## src/rtl/systolic_spi_wrapper_if.sv

```systemverilog
// SPI pin bundle between an external host (master) and the systolic wrapper (slave).
// Latency: none, wires only.
// Backpressure: none; the SPI host owns all pin timing.
interface systolic_spi_wrapper_if;
   logic sclk;
   logic mosi;
   logic cs_n;
   logic miso;
   logic irq;

   modport master (output sclk, output mosi, output cs_n, input miso, input irq);
   modport slave  (input sclk, input mosi, input cs_n, output miso, output irq);
endinterface

```

## src/rtl/systolic_spi_wrapper.sv

```systemverilog
// SPI-slave front end around a 2x2 output-stationary systolic multiplier (C = A x B).
// Latency: byte visible 3 clk after its 8th sclk rise; results and irq 6 clk after COMPUTE entry.
// Backpressure: none; bytes arriving during COMPUTE are dropped. Macro SIGNED_MULT_EN selects signed operands.

// 2x2 output-stationary array: A flows right, B flows down, each PE keeps its own sum.
module systolic_array #(
   parameter int DATA_W = 8,
   parameter int ACC_W  = 32,
   parameter int N      = 2
) (
   input  logic                      clk,
   input  logic                      rst_n,
   input  logic                      clr_i,
   input  logic                      en_i,
   input  logic [N-1:0][DATA_W-1:0]  a_edge_i,
   input  logic [N-1:0][DATA_W-1:0]  b_edge_i,
   output logic [N*N-1:0][ACC_W-1:0] c_o
);
   logic [DATA_W-1:0]        a_p00_q, a_p10_q, b_p00_q, b_p01_q;
   logic [N*N-1:0][ACC_W-1:0] acc_q;

   // Operand extension to accumulator width; wrap-around modulo 2^ACC_W is intended.
   function automatic logic [ACC_W-1:0] ext(input logic [DATA_W-1:0] v);
`ifdef SIGNED_MULT_EN
      return {{(ACC_W-DATA_W){v[DATA_W-1]}}, v};
`else
      return {{(ACC_W-DATA_W){1'b0}}, v};
`endif
   endfunction

   function automatic logic [ACC_W-1:0] mac(input logic [ACC_W-1:0] acc,
                                            input logic [DATA_W-1:0] a,
                                            input logic [DATA_W-1:0] b);
      return acc + ext(a) * ext(b);
   endfunction

   // PE pipeline and accumulators; index 0=PE00, 1=PE01, 2=PE10, 3=PE11.
   always_ff @(posedge clk or negedge rst_n) begin
      if (!rst_n) begin
         a_p00_q <= '0;
         a_p10_q <= '0;
         b_p00_q <= '0;
         b_p01_q <= '0;
         acc_q   <= '0;
      end else if (clr_i) begin
         a_p00_q <= '0;
         a_p10_q <= '0;
         b_p00_q <= '0;
         b_p01_q <= '0;
         acc_q   <= '0;
      end else if (en_i) begin
         acc_q[0] <= mac(acc_q[0], a_edge_i[0], b_edge_i[0]);
         acc_q[1] <= mac(acc_q[1], a_p00_q,     b_edge_i[1]);
         acc_q[2] <= mac(acc_q[2], a_edge_i[1], b_p00_q);
         acc_q[3] <= mac(acc_q[3], a_p10_q,     b_p01_q);
         a_p00_q  <= a_edge_i[0];
         a_p10_q  <= a_edge_i[1];
         b_p00_q  <= b_edge_i[0];
         b_p01_q  <= b_edge_i[1];
      end
   end

   assign c_o = acc_q;
endmodule

// Command controller: operand loading, compute sequencing, result readback.
module systolic_spi_ctrl #(
   parameter int DATA_W = 8,
   parameter int ACC_W  = 32,
   parameter int N      = 2
) (
   input  logic                      clk,
   input  logic                      rst_n,
   input  logic                      rx_vld_i,
   input  logic [7:0]                rx_dat_i,
   input  logic [N*N-1:0][ACC_W-1:0] c_i,
   output logic [7:0]                spi_tx_data,
   output logic                      spi_tx_ready,
   output logic                      irq_o,
   output logic                      arr_clr_o,
   output logic                      arr_en_o,
   output logic [N-1:0][DATA_W-1:0]  a_edge_o,
   output logic [N-1:0][DATA_W-1:0]  b_edge_o
);
   localparam logic [2:0] S_IDLE    = 3'd0;
   localparam logic [2:0] S_LOAD_A  = 3'd2;
   localparam logic [2:0] S_LOAD_B  = 3'd3;
   localparam logic [2:0] S_COMPUTE = 3'd4;
   localparam logic [2:0] S_READ    = 3'd5;
   localparam logic [2:0] LAST_STEP = 3'(2*N+1);

   logic [2:0]                 state, state_d;
   logic [1:0]                 element_index, byte_index;
   logic [N*N-1:0][DATA_W-1:0] a_q, b_q;
   logic [ACC_W-1:0]           results_storage [N*N];
   logic                       irq_q;
   logic [2:0]                 cnt_q;

   logic idle_rx, cmd_load_a, cmd_load_b, cmd_compute, cmd_read, done;

   assign idle_rx     = (state == S_IDLE) && rx_vld_i;
   assign cmd_load_a  = idle_rx && (rx_dat_i == 8'h10);
   assign cmd_load_b  = idle_rx && (rx_dat_i == 8'h20);
   assign cmd_compute = idle_rx && (rx_dat_i == 8'h30);
   assign cmd_read    = idle_rx && (rx_dat_i == 8'h40);
   assign done        = (state == S_COMPUTE) && (cnt_q == LAST_STEP);

   // State register.
   always_ff @(posedge clk or negedge rst_n) begin
      if (!rst_n) state <= S_IDLE;
      else        state <= state_d;
   end

   // Next-state decode.
   always_comb begin
      state_d = state;
      case (state)
         S_IDLE: begin
            if (cmd_load_a)       state_d = S_LOAD_A;
            else if (cmd_load_b)  state_d = S_LOAD_B;
            else if (cmd_compute) state_d = S_COMPUTE;
            else if (cmd_read)    state_d = S_READ;
         end
         S_LOAD_A, S_LOAD_B: begin
            if (rx_vld_i && element_index == 2'd3) state_d = S_IDLE;
         end
         S_COMPUTE: begin
            if (done) state_d = S_IDLE;
         end
         S_READ: begin
            if (rx_vld_i && element_index == 2'd3 && byte_index == 2'd3) state_d = S_IDLE;
         end
         default: state_d = S_IDLE;
      endcase
   end

   // Outputs: tx byte, array control and skewed operand feed (row i delayed i, column j delayed j).
   always_comb begin
      spi_tx_ready = 1'b0;
      spi_tx_data  = 8'h00;
      arr_en_o     = 1'b0;
      a_edge_o     = '0;
      b_edge_o     = '0;
      arr_clr_o    = cmd_compute;
      case (state)
         S_COMPUTE: begin
            arr_en_o = !done;
            case (cnt_q)
               3'd0: begin
                  a_edge_o[0] = a_q[0];
                  b_edge_o[0] = b_q[0];
               end
               3'd1: begin
                  a_edge_o[0] = a_q[1];
                  a_edge_o[1] = a_q[2];
                  b_edge_o[0] = b_q[2];
                  b_edge_o[1] = b_q[1];
               end
               3'd2: begin
                  a_edge_o[1] = a_q[3];
                  b_edge_o[1] = b_q[3];
               end
               default: ;
            endcase
         end
         S_READ: begin
            spi_tx_ready = 1'b1;
            spi_tx_data  = results_storage[element_index][{byte_index, 3'b000} +: 8];
         end
         default: ;
      endcase
   end

   // Indices, operand stores, compute counter, result capture and irq.
   always_ff @(posedge clk or negedge rst_n) begin
      if (!rst_n) begin
         element_index   <= '0;
         byte_index      <= '0;
         a_q             <= '0;
         b_q             <= '0;
         results_storage <= '{default: '0};
         irq_q           <= 1'b0;
         cnt_q           <= '0;
      end else begin
         if (cmd_load_a || cmd_load_b || cmd_read)
            element_index <= '0;
         else if ((state == S_LOAD_A || state == S_LOAD_B) && rx_vld_i)
            element_index <= element_index + 2'd1;
         else if (state == S_READ && rx_vld_i && byte_index == 2'd3)
            element_index <= element_index + 2'd1;

         if (cmd_read)
            byte_index <= '0;
         else if (state == S_READ && rx_vld_i)
            byte_index <= byte_index + 2'd1;

         if (state == S_LOAD_A && rx_vld_i) a_q[element_index] <= rx_dat_i;
         if (state == S_LOAD_B && rx_vld_i) b_q[element_index] <= rx_dat_i;

         if (cmd_compute)   cnt_q <= '0;
         else if (arr_en_o) cnt_q <= cnt_q + 3'd1;

         if (done) begin
            results_storage[0] <= c_i[0];
            results_storage[1] <= c_i[1];
            results_storage[2] <= c_i[2];
            results_storage[3] <= c_i[3];
            irq_q <= 1'b1;
         end else if (cmd_read) begin
            irq_q <= 1'b0;
         end
      end
   end

   assign irq_o = irq_q;
endmodule

module systolic_spi_wrapper #(
   parameter int DATA_W = 8,
   parameter int ACC_W  = 32,
   parameter int N      = 2
) (
   input  logic                 clk,
   input  logic                 rst_n,
   systolic_spi_wrapper_if.slave spi
);
   logic [2:0] sclk_sync_q, cs_sync_q;
   logic [1:0] mosi_sync_q;
   logic       sclk_rise, sclk_fall, cs_fall, cs_rise, mosi_s;
   logic       frame_q, rx_vld_q;
   logic [2:0] bit_cnt_q;
   logic [6:0] rx_shift_q;
   logic [7:0] tx_shift_q, rx_dat_q, tx_load;

   logic [7:0]                 spi_tx_data;
   logic                       spi_tx_ready, irq, arr_clr, arr_en;
   logic [N-1:0][DATA_W-1:0]   a_edge, b_edge;
   logic [N*N-1:0][ACC_W-1:0]  arr_c;
   logic [ACC_W-1:0]           sys_results_00;

   // Two-flop synchronisers plus one history flop for edge detection; cs_n idles high.
   always_ff @(posedge clk or negedge rst_n) begin
      if (!rst_n) begin
         sclk_sync_q <= 3'b000;
         cs_sync_q   <= 3'b111;
         mosi_sync_q <= 2'b00;
      end else begin
         sclk_sync_q <= {sclk_sync_q[1:0], spi.sclk};
         cs_sync_q   <= {cs_sync_q[1:0], spi.cs_n};
         mosi_sync_q <= {mosi_sync_q[0], spi.mosi};
      end
   end

   assign sclk_rise = sclk_sync_q[1] & ~sclk_sync_q[2];
   assign sclk_fall = ~sclk_sync_q[1] & sclk_sync_q[2];
   assign cs_fall   = ~cs_sync_q[1] & cs_sync_q[2];
   assign cs_rise   = cs_sync_q[1] & ~cs_sync_q[2];
   assign mosi_s    = mosi_sync_q[1];
   assign tx_load   = spi_tx_ready ? spi_tx_data : 8'h00;

   // Byte framing: load tx on cs_n fall, shift in on rise, shift out on fall, drop partial bytes.
   always_ff @(posedge clk or negedge rst_n) begin
      if (!rst_n) begin
         frame_q    <= 1'b0;
         bit_cnt_q  <= '0;
         rx_shift_q <= '0;
         tx_shift_q <= '0;
         rx_vld_q   <= 1'b0;
         rx_dat_q   <= '0;
      end else begin
         rx_vld_q <= 1'b0;
         if (cs_rise) begin
            frame_q <= 1'b0;
         end else if (cs_fall) begin
            frame_q    <= 1'b1;
            bit_cnt_q  <= '0;
            tx_shift_q <= tx_load;
         end else if (frame_q) begin
            if (sclk_rise) begin
               rx_shift_q <= {rx_shift_q[5:0], mosi_s};
               bit_cnt_q  <= bit_cnt_q + 3'd1;
               if (bit_cnt_q == 3'd7) begin
                  rx_vld_q <= 1'b1;
                  rx_dat_q <= {rx_shift_q, mosi_s};
               end
            end else if (sclk_fall) begin
               tx_shift_q <= {tx_shift_q[6:0], 1'b0};
            end
         end
      end
   end

   assign spi.miso = frame_q & tx_shift_q[7];
   assign spi.irq  = irq;
   assign sys_results_00 = arr_c[0];

   systolic_spi_ctrl #(.DATA_W(DATA_W), .ACC_W(ACC_W), .N(N)) spi_ctrl (
      .clk          (clk),
      .rst_n        (rst_n),
      .rx_vld_i     (rx_vld_q),
      .rx_dat_i     (rx_dat_q),
      .c_i          ({arr_c[N*N-1:1], sys_results_00}),
      .spi_tx_data  (spi_tx_data),
      .spi_tx_ready (spi_tx_ready),
      .irq_o        (irq),
      .arr_clr_o    (arr_clr),
      .arr_en_o     (arr_en),
      .a_edge_o     (a_edge),
      .b_edge_o     (b_edge)
   );

   systolic_array #(.DATA_W(DATA_W), .ACC_W(ACC_W), .N(N)) u_array (
      .clk      (clk),
      .rst_n    (rst_n),
      .clr_i    (arr_clr),
      .en_i     (arr_en),
      .a_edge_i (a_edge),
      .b_edge_i (b_edge),
      .c_o      (arr_c)
   );
endmodule

```

## src/flat_wrapper.sv

```systemverilog
// flat-port wrapper written by rule: the top's interface ports become plain ports
module systolic_spi_wrapper_flat 
#(
   parameter int DATA_W = 8,
   parameter int ACC_W  = 32,
   parameter int N      = 2
)
  (clk, rst_n, spi_sclk, spi_mosi, spi_cs_n, spi_miso, spi_irq);
  systolic_spi_wrapper_if spi_i ();
  input  logic clk;
  input  logic rst_n;
  input wire logic [$bits(spi_i.sclk)-1:0] spi_sclk;
  input wire logic [$bits(spi_i.mosi)-1:0] spi_mosi;
  input wire logic [$bits(spi_i.cs_n)-1:0] spi_cs_n;
  output wire logic [$bits(spi_i.miso)-1:0] spi_miso;
  output wire logic [$bits(spi_i.irq)-1:0] spi_irq;
  assign spi_i.sclk = spi_sclk;
  assign spi_i.mosi = spi_mosi;
  assign spi_i.cs_n = spi_cs_n;
  assign spi_miso = spi_i.miso;
  assign spi_irq = spi_i.irq;
  systolic_spi_wrapper #(.DATA_W(DATA_W), .ACC_W(ACC_W), .N(N)) u_core (.clk(clk), .rst_n(rst_n), .spi(spi_i));
endmodule
```

## config.mk

```make
export PLATFORM = sky130hd
export DESIGN_NAME = systolic_spi_wrapper_flat
export DESIGN_NICKNAME = d
export VERILOG_FILES = /design/src/rtl/systolic_spi_wrapper_if.sv /design/src/rtl/systolic_spi_wrapper.sv /design/src/flat_wrapper.sv
export SDC_FILE = /design/constraint.sdc
export NUM_CORES = 1
export LEC_CHECK = 0
export BUFFER_PORTS_ARGS = -buffer_cell sky130_fd_sc_hd__buf_2
export CELL_PAD_IN_SITES_DETAIL_PLACEMENT = 2
export CELL_PAD_IN_SITES_GLOBAL_PLACEMENT = 2
export CORE_MARGIN = 2
export CORE_UTILIZATION = 25
export DETAILED_ROUTE_END_ITERATION = 6
export PLACE_DENSITY = 0.57
export SLEW_MARGIN = 20
export SYNTH_ARGS = -nofsm -noshare
export SYNTH_HDL_FRONTEND = slang
export SYNTH_SLANG_ARGS = --single-unit
```

## constraint.sdc

```tcl
create_clock -name clk -period 7.4 [get_ports clk]
set_input_delay 1.11 -clock clk [delete_from_list [all_inputs] [get_ports clk]]
set_output_delay 1.11 -clock clk [all_outputs]
set_load 0.01 [all_outputs]
```

==> impl_results.md <==
* Run status: finished, final reports clean
* Standard-cell row count at 121
* Height of the chip at 336.1 um
* Class of the tightest hold or removal check: flip-flop to flip-flop
* Clock latency of the later-clocked register in the worst-skew pair at 0.62 ns
* Number of I/O port buffers at 6
* Synthesized cell area at 27570 um2
* Number of cells after detailed placement at 4024
* Fraction of final layout cells sized beyond drive strength 1 at 0.1521
* GR Overflow Total at 0
* Portion of the post-synthesis area used by sequential elements at 0.3622
* Final setup violation count at 0
* Number of clock sinks at 399
* Net Sw Frac at 0.2259
* Starting DRT DRC Count at 831
* Die ar. at 113000 um2
* DRT antenna net count at 0
* Area Overhead vs Synth at 12.88%
* EDFF count, synth at 0
* Gate count after technology mapping at 2607
* Sequential cell fraction of total power at 0.455
* Post-DR vias/cell at 4.633
* Clock tree from TritonCTS: done
* Area of the core at 109200 um2
* Kind of start point of the critical path: flip-flop
* Classification of the worst setup path: flip-flop to flip-flop
* Detailed-route wire length per cell at 21.12 um
* Power density normalized to cell area at 157.1 nW/um2
* Number of different library cells in the post-synthesis netlist at 71
* Clock Path Buffers at 3
* Remaining max-slew budget at the tightest pin at 0.2898
* Number of detailed-route iterations in the first pass at 5
* Fill cell total of the finished layout at 11860
* Most used flip-flop cell after synthesis: sky130_fd_sc_hd__dfrtp_1
* Count of non-filler cells in the finished layout at 4114
* GPL Wtd Cong at 0.7955
* Hold_buf cts at 0
* Number of buffers inserted during clock tree synthesis at 50
* Setup total negative slack at 0 ns
* R2R setup slack at 0.51 ns
* I/O pin count at 7
* Data arrival at the endpoint of the critical path at 7.42 ns
* Final net count at 2982
* Number of global-route vias before repair at 22230
* Global-route wire length before repair at 137.5 mm
* Die outline width at 336.1 um
* H-tree lvl count at 2
* Pin count of the biggest net entering global routing at 136
* Count of final max-slew check failures at 0
* Largest fanout of any net on the critical path at 38
* Mean post-synth cell area at 10.58 um2
* Switching power of the nets at 0.001105 W
* HPWL after detailed placement at 67.52 mm
* Clock transition at the register clock pins on the worst setup and hold paths after CTS at 0.06 ns
* Effective utilization at floorplan at 0.2526
* Minimum clock period at 6.886 ns
* YS warnings at 0
* CTS Root Cell: sky130_fd_sc_hd__clkbuf_16
* #FFs+latches synth at 399
* CP Capture Type: flip-flop
* Post-synth ARST share at 1.000
* Total wire length after detailed routing at 86.90 mm
* Unrepaired setup endpoints after global routing: false
* Maximum capacitance violations at 0
* Share of the cycle needed by the critical path after routing at 0.9306
* Slew at the pin closest to its max-slew limit at 1.065 ns
* Syn nets at 2989
* Highest clock rate at 145.2 MHz
* Total via count in the routed design at 19060
* Final count of hold timing violations at 0
* Fin Clk Skew at 0.03729 ns
* Relative contribution of the clock network to total power at 0.527
* Internal Pwr Total at 0.003786 W
* Post-CTS Repair Setup Buffers at 0
* Total Routing Usage GR at 0.1581
* Resize count post-CTS at 0
* Leak pwr at 15.48 nW
* Initial antenna violation count at 2
* Part of the power in combinational logic at 0.018
* Worst-case vdd ir drop at 138.9 uV
* WP data required at 7.94 ns
* DRC Markers at 0
* Final cell utilization of the core at 0.2851
## cells by family (layout without fill, tap and decap cells)
logic type               after synthesis  in the layout  share of synthesized area
AND/OR/NAND/NOR                      648            648                     0.1133
buffers and inverters                491            521                    0.06829
flip-flops                           399            399                     0.3622
adder cells (fa/ha/maj)              377            377                     0.2255
AO/OA/AOI/OAI                        346            346                    0.08172
multiplexers                         252            252                     0.1190
XOR/XNOR                              94             94                    0.02986
other                                  0              1                          0
## final timing paths
| kind | end | cells past startpoint | from |
|---|---|---|---|
| worst max-delay path | u_core.u_array.c_o[22] | 22 | u_core.spi_ctrl.cnt_q[1] |
| worst min-delay path | u_core.sclk_sync_q[1] | 0 | u_core.sclk_sync_q[0] |
| worst max register to register | u_core.u_array.c_o[22] | 22 | u_core.spi_ctrl.cnt_q[1] |
| worst min register to register | u_core.sclk_sync_q[1] | 0 | u_core.sclk_sync_q[0] |
| max in group asynchronous | u_core.spi_ctrl.a_q[5] | 2 | rst_n |
| min in group asynchronous | u_core.u_array.c_o[55] | 1 | rst_n |
## cell usage after synthesis (all sizes together) (4+ instances only)
cell type	n	area share
dfrtp	396	0.36
inv	389	0.053
nand2	262	0.036
mux2	207	0.085
fa	200	0.15
ha	177	0.080
nor2	129	0.018
and2	106	0.024
o21ai	91	0.017
clkbuf	65	0.0088
a21oi	64	0.012
xor2	58	0.018
a21o	49	0.013
mux4	40	0.033
nand3	38	0.0071
buf	37	0.0065
xnor2	36	0.011
a22oi	30	0.0082
o22ai	24	0.0054
nand4	20	0.0048
a22o	19	0.0060
and3	18	0.0041
or3	14	0.0032
nor3	12	0.0028
o211ai	11	0.0030
o21bai	11	0.0030
nand2b	10	0.0023
a211oi	9	0.0025
nor2b	9	0.0020
nor3b	9	0.0025
a31oi	8	0.0018
o21a	6	0.0016
mux2i	5	0.0018
nor4b	5	0.0021
a221oi	4	0.0015
## per-layer routing
metal	global-route usage	part of all wire	routed length, um	vias to the layer above
met1	0.2166	0.48	41760	10210
met3	0.01419	0.017	1496	93
met5	0	0	0	-
li1	-	-	-	8586
met4	0.03463	0.019	1636	0
met2	0.2703	0.48	42010	172
## sequential cells by signal, summed over array words and instances (netlist names), 7 cells and up
signal,flops
u_core.u_array.a_p00_q,8
u_core.u_array.c_o,128
u_core.spi_ctrl.a_q,32
u_core.tx_shift_q,8
u_core.rx_dat_q,8
u_core.spi_ctrl.results_storage,128
u_core.u_array.b_p00_q,8
u_core.rx_shift_q,7
u_core.u_array.a_p10_q,8
u_core.spi_ctrl.b_q,32
u_core.u_array.b_p01_q,8
## stage by stage
stage,total power [W],hold WS [ns],instance area [um2],setup slack [ns]
final,0.004891,0.3528,31120,0.5135
after global routing,0.005078,0.3607,31120,0.07595
after detailed placement,0.002357,0.3418,29370,0.4390
after CTS,0.004985,0.3574,31100,0.3515
after floorplan,0.002288,0.3312,27570,1.519
after global placement,0.002348,0.3393,29370,0.6317
## final cells by class
cell class / instances / area [um2] / area share
Inverter: 389 / 1460 / 0.04691
Timing Repair Buffer: 43 / 342.8 / 0.01101
Antenna cell: 1 / 2.502 / 0.00008040
Sequential cell: 399 / 9990 / 0.3210
Tap cell: 1476 / 1847 / 0.05933
Clock inverter: 22 / 319.1 / 0.01025
Clock buffer: 67 / 1415 / 0.04547
Multi-Input combinational cell: 1717 / 15750 / 0.5060
## placed cells by master (no fill, tap or decap), types with 14 or more instances in the layout
cell type	count
sky130_fd_sc_hd__dfrtp_1	395
sky130_fd_sc_hd__inv_1	389
sky130_fd_sc_hd__nand2_1	261
sky130_fd_sc_hd__mux2_2	207
sky130_fd_sc_hd__fa_1	200
sky130_fd_sc_hd__ha_1	177
sky130_fd_sc_hd__nor2_1	126
sky130_fd_sc_hd__and2_1	105
sky130_fd_sc_hd__o21ai_0	89
sky130_fd_sc_hd__a21oi_1	63
sky130_fd_sc_hd__xor2_1	58
sky130_fd_sc_hd__clkbuf_16	50
sky130_fd_sc_hd__a21o_1	49
sky130_fd_sc_hd__mux4_2	40
sky130_fd_sc_hd__nand3_1	37
sky130_fd_sc_hd__xnor2_1	36
sky130_fd_sc_hd__buf_4	35
sky130_fd_sc_hd__a22oi_1	30
sky130_fd_sc_hd__o22ai_1	24
sky130_fd_sc_hd__a22o_1	19
sky130_fd_sc_hd__nand4_1	19
sky130_fd_sc_hd__and3_1	18
sky130_fd_sc_hd__or3_1	14
## critical path: stages (launching register included)
cell and delay [ns]:
sky130_fd_sc_hd__dfrtp_1 0.43, sky130_fd_sc_hd__inv_1 0.12, sky130_fd_sc_hd__ha_1 0.27, sky130_fd_sc_hd__nor2b_2 0.24, sky130_fd_sc_hd__buf_12 0.22, sky130_fd_sc_hd__a22oi_1 0.24, sky130_fd_sc_hd__nor2_1 0.55, sky130_fd_sc_hd__nand2_1 0.16
sky130_fd_sc_hd__fa_1 0.57, sky130_fd_sc_hd__inv_1 0.06, sky130_fd_sc_hd__fa_1 0.47, sky130_fd_sc_hd__fa_1 0.49, sky130_fd_sc_hd__inv_1 0.05, sky130_fd_sc_hd__fa_1 0.53, sky130_fd_sc_hd__inv_1 0.05, sky130_fd_sc_hd__ha_1 0.36
sky130_fd_sc_hd__a21oi_1 0.12, sky130_fd_sc_hd__nand2_1 0.09, sky130_fd_sc_hd__a31oi_1 0.09, sky130_fd_sc_hd__o41ai_2 0.74, sky130_fd_sc_hd__a221oi_4 0.25, sky130_fd_sc_hd__or4_1 0.52, sky130_fd_sc_hd__a21oi_1 0.15
## power by group through the flow
stage                     logic [W]  registers [W]  clock network (W)
after global routing       0.000101        0.00223            0.00275
after floorplan           0.0000310        0.00226                  0
after CTS                 0.0000924        0.00223            0.00267
final                     0.0000869        0.00223            0.00258
after detailed placement  0.0000917        0.00226                  0
after global placement    0.0000861        0.00226                  0
No activity file was read; power rests on OpenSTA's default activity.
